--- config.mk ---
export PLATFORM = sky130hd
export DESIGN_NAME = ser_to_par_deser
export DESIGN_NICKNAME = d
export VERILOG_FILES = /design/src/rtl/ser_to_par_deser.sv
export SDC_FILE = /design/constraint.sdc
export NUM_CORES = 1
export LEC_CHECK = 0
export ABC_AREA = 1
export BUFFER_PORTS_ARGS = -buffer_cell sky130_fd_sc_hd__buf_2
export CAP_MARGIN = 10
export CORE_MARGIN = 4
export CORE_UTILIZATION = 58
export DETAILED_ROUTE_END_ITERATION = 8
export PLACE_DENSITY = 0.85
export RECOVER_POWER = 100
export SYNTH_ARGS = -nofsm -noshare
export SYNTH_HDL_FRONTEND = slang
export SYNTH_SLANG_ARGS = --single-unit
--- constraint.sdc ---
create_clock -name clk16 -period 2.9 [get_ports clk16]
set_clock_uncertainty 0.15 [all_clocks]
set_input_delay 0.435 -clock clk16 [delete_from_list [all_inputs] [get_ports clk16]]
set_output_delay 0.435 -clock clk16 [all_outputs]
set_load 0.005 [all_outputs]
--- src/rtl/ser_to_par_deser.sv ---
// ser_to_par_deser
// ----------------
// Serial-to-parallel deserializer for the linear block code datapath.
// Each bit arriving on a rising clk16 edge with din_valid=1 is collected.
// Every WORD_W such bits form one parallel codeword.
// The completed word is handed to the decoder through a one-entry
// valid/ready holding register. A sticky flag reports any word that had
// to be dropped because that register was still occupied.
//
// Build option:
//   DESER_SOF_ALIGN_EN - when defined, sof (qualified by din_valid) forces
//                        the current bit to become bit 0 of a new word.
//                        Any partial word is discarded. When undefined,
//                        sof is ignored and words are counted modulo WORD_W.
//
// Parameters:
//   WORD_W    - bits per codeword (2..32), default 7 for Hamming(7,4)
//   MSB_FIRST - 1: first received bit lands in dout[WORD_W-1]
//               0: first received bit lands in dout[0]
//
// Ports:
//   clk16      in   bit clock, rising edge
//   rst        in   asynchronous active-high reset
//   din        in   serial data bit
//   din_valid  in   qualifies din (and sof) on this edge
//   sof        in   start-of-frame marker
//   dout       out  assembled codeword
//   dout_valid out  dout holds an unconsumed word
//   dout_ready in   consumer accepts dout on this edge
//   ovf        out  sticky: a completed word was dropped
//   ovf_clr    in   synchronous clear of ovf
//
// Handshake: a word moves to the consumer on a rising clk16 edge where
// dout_valid=1 and dout_ready=1. While dout_valid=1 and no transfer
// happens, dout holds its value. dout_ready is ignored while dout_valid=0.

module ser_to_par_deser #(
   parameter int WORD_W    = 7,
   parameter bit MSB_FIRST = 1'b1
) (
   input  logic              clk16,
   input  logic              rst,
   input  logic              din,
   input  logic              din_valid,
   input  logic              sof,
   output logic [WORD_W-1:0] dout,
   output logic              dout_valid,
   input  logic              dout_ready,
   output logic              ovf,
   input  logic              ovf_clr
);

   localparam int CNT_W = (WORD_W > 1) ? $clog2(WORD_W) : 1;
   localparam logic [CNT_W-1:0] LAST = CNT_W'(WORD_W - 1);

   logic [CNT_W-1:0]  cnt;
   logic [CNT_W-1:0]  eff_cnt;
   logic [CNT_W-1:0]  pos;
   logic [WORD_W-1:0] sr;
   logic [WORD_W-1:0] word_next;
   logic              sof_start;
   logic              complete;
   logic              xfer;
   logic              drop;

`ifdef DESER_SOF_ALIGN_EN
   assign sof_start = din_valid & sof;
`else
   // sof has no effect in this build. It is still read so the port is not
   // left dangling.
   assign sof_start = 1'b0 & sof;
`endif

   // A start-of-frame marker makes the current bit count 0. This also
   // discards any partial word without raising an error.
   always_comb begin
      eff_cnt   = sof_start ? '0 : cnt;
      pos       = MSB_FIRST ? (LAST - eff_cnt) : eff_cnt;
      word_next = sr;
      word_next[pos] = din;
   end

   assign complete = din_valid & (eff_cnt == LAST);
   assign xfer     = dout_valid & dout_ready;
   assign drop     = complete & dout_valid & ~dout_ready;

   // The shift register is never cleared between words. Every position is
   // rewritten before the next completion, so stale bits cannot leak into
   // the next word.
   always_ff @(posedge clk16 or posedge rst) begin
      if (rst) begin
         cnt <= '0;
         sr  <= '0;
      end else if (din_valid) begin
         sr  <= word_next;
         cnt <= complete ? '0 : eff_cnt + 1'b1;
      end
   end

   // Holding register. A completion edge with a transfer on the same edge
   // reloads without a bubble. A completion edge while the word is held
   // and not accepted loses the new word and sets ovf.
   always_ff @(posedge clk16 or posedge rst) begin
      if (rst) begin
         dout       <= '0;
         dout_valid <= 1'b0;
         ovf        <= 1'b0;
      end else begin
         if (complete && (!dout_valid || dout_ready)) begin
            dout       <= word_next;
            dout_valid <= 1'b1;
         end else if (xfer) begin
            dout_valid <= 1'b0;
         end
         // A drop on the same edge as ovf_clr takes priority.
         if (drop) begin
            ovf <= 1'b1;
         end else if (ovf_clr) begin
            ovf <= 1'b0;
         end
      end
   end

endmodule
==> metrics.csv <==
metric,value,unit
DRC viols,0,
crit share post-route,78.9,%
CP startpoint,cnt[0],
wire per inst,13.0,µm
largest net degree at the start of global routing,20,
slowest CP cell,nor2_1,
Syn Nets,129,
endpoints failing setup,0,
first-pass GRT wire length,3.52,mm
sequential fraction of the synthesis area,48.8,%
num ports,16,
GPL Wtd Cong,0.813,
Max stage delay on crit path,0.50,ns
most frequent cells in the layout,"nand2_1, nand3_1, dfrtp_1",
synthesized area,975,µm²
Horiz. Die Dim,49.0,µm
Initial Util,63.2,%
Critical Path Fanout Max,8,
TritonCTS clock tree,built,
"most common cell after layout, fill and taps aside",nand2_1,
layout cells sized above 1,16.1,%
FILL cells,130,
clk root buf,clkbuf_4,
Mapped Cells,120,
Worst Setup End Kind,flop,
MaxCap Viol Count,0,
number of global-route vias before repair,768,
post-layout util,68.4,%
Worst-Skew Late Latency,0.29,ns
worst min-delay path class,in2async,
antenna violations before repair,0,
setup TNS,0,ns
area grow syn2layout,8.22,%
Die ar.,2400,µm²
r2r setup slk,0.61,ns
path depth of the worst reg2reg path,7,
Post-CTS Setup Repair Bufs,0,
layout net count,147,
RSZ-0062 raised after global routing,no,
IO Port Bufs,14,
maximum clock frequency,437,MHz
LEAKAGE,0.590,nW
critical path class,reg2reg,
YS warnings,0,
CTS Hold Bufs,0,
Worst-Margin Slew,0.693,ns
die height,49.0,µm
drt first pass iters,4,
Slew headroom,53.7,%
# rows,14,
outcome,"complete, no violations",
grt total ovfl,0,
estimated wirelength of the detail-placed design,1.47,mm
H-tree Lvls,1,
CTS Buf Count,3,
Startpoint Class,flop,
Clock transition at path regs,0.10,ns
Final Hold Fails,0,
number of diodes,0,
post-synthesis register bit count,19,
post-synth cell types,19,
ANT nets after route,0,
CTS Sinks,19,
Mean Syn Cell Area,8.12,µm²
CP required,2.94,ns
WP data arrival,2.33,ns
"wirelength, routed",1.99,mm
worst r2r src,cnt[0],
gr usage total,18.7,%
Power Density,985,nW/µm²
clock buffer depth,2,
vias,848,
Final min period,2.29,ns
R2R Path End,dout[3],
VDD IR max,0.576,mV
Via density,5.54,
DR iter-0 viols,39,
"Slew Viols, Final",0,
Post-CTS Resized,0,
Core Footprint,1540,µm²
"critical path, cell by cell","inv_1, ha_1, nand3_1, nor2_1, inv_1, nand2_1, nand2_1",
## cells by family (layout without fill, tap and decap cells)
kind of cell,count (synthesis),count (layout),synth area share [%]
AOI/OAI and AO/OA,7,7,4.36
and+or+nand+nor,74,74,37.2
buffers and inverters,18,35,7.06
DFF,19,19,48.8
adders and majority gates,2,2,2.57
## stage by stage
step | area (µm²) | total power [mW] | setup slack [ns] | hold WS [ns] | instances
CTS | 1090 | 1.08 | 0.984 | 0.102 | 153
floorplan | 975 | 0.798 | 1.27 | 0.236 | 120
finish | 1050 | 1.04 | 0.610 | 0.0729 | 153
detailed placement | 1060 | 0.938 | 1.00 | 0.311 | 149
global route | 1050 | 1.14 | 0.448 | 0.128 | 153
global placement | 1060 | 0.897 | 1.10 | 0.302 | 149
## sequential cells by signal (all words and copies together) (netlist names)
name	cells
cnt	3
dout	7
dout_valid	1
ovf	1
sr	7
## area by class of cell
cell class | count | area, µm² | share of cell area, %
Timing Repair Buffer | 14 | 67.6 | 6.41
Tap cell | 16 | 20.0 | 1.90
Clock buffer | 4 | 26.3 | 2.49
Inverter | 17 | 63.8 | 6.05
Multi-Input combinational cell | 83 | 402 | 38.1
Sequential cell | 19 | 475 | 45.1
## where the power goes
group | switching, mW | internal [mW]
registers | 0.0721 | 0.375
clock network | 0.0784 | 0.0536
logic | 0.297 | 0.163
## synth_stat cells, drive strengths merged
master  instances  area (µm²)
o21bai          1        11.3
a21oi           1        5.00
inv            17        63.8
nand4           4        25.0
nand2          43         176
o21ai           4        20.0
nor2            4        33.8
dfrtp          19         475
nand3          23         128
o22ai           1        6.26
buf             1        5.00
ha              2        25.0
## how the worst max path moves through the flow
stage | to | slack (ns) | cells past startpoint
after floorplan | sr[2] | 1.27 | 7
final | dout[3] | 0.61 | 7
after global placement | sr[6] | 1.10 | 7
after global routing | dout[3] | 0.45 | 7
after CTS | sr[2] | 0.98 | 7
after detailed placement | sr[2] | 1.00 | 7
## metal layers
layer | global-route usage, % | vias up | part of all wire, %
li1 | - | 423 | -
met3 | 3.98 | 5 | 5.2
met1 | 22.8 | 395 | 42
met5 | 0 | - | 0
met4 | 8.97 | 0 | 2.0
met2 | 31.1 | 25 | 51
## worst max-delay path, delay by kind of cell, from the launching register on
kind | cells | cell delay (ns)
flip-flops | 1 | 0.49
buffers and inverters | 2 | 0.49
adder cells (fa/ha/maj) | 1 | 0.19
AND/OR/NAND/NOR | 4 | 0.87
Power figures use the tool's default switching activity.
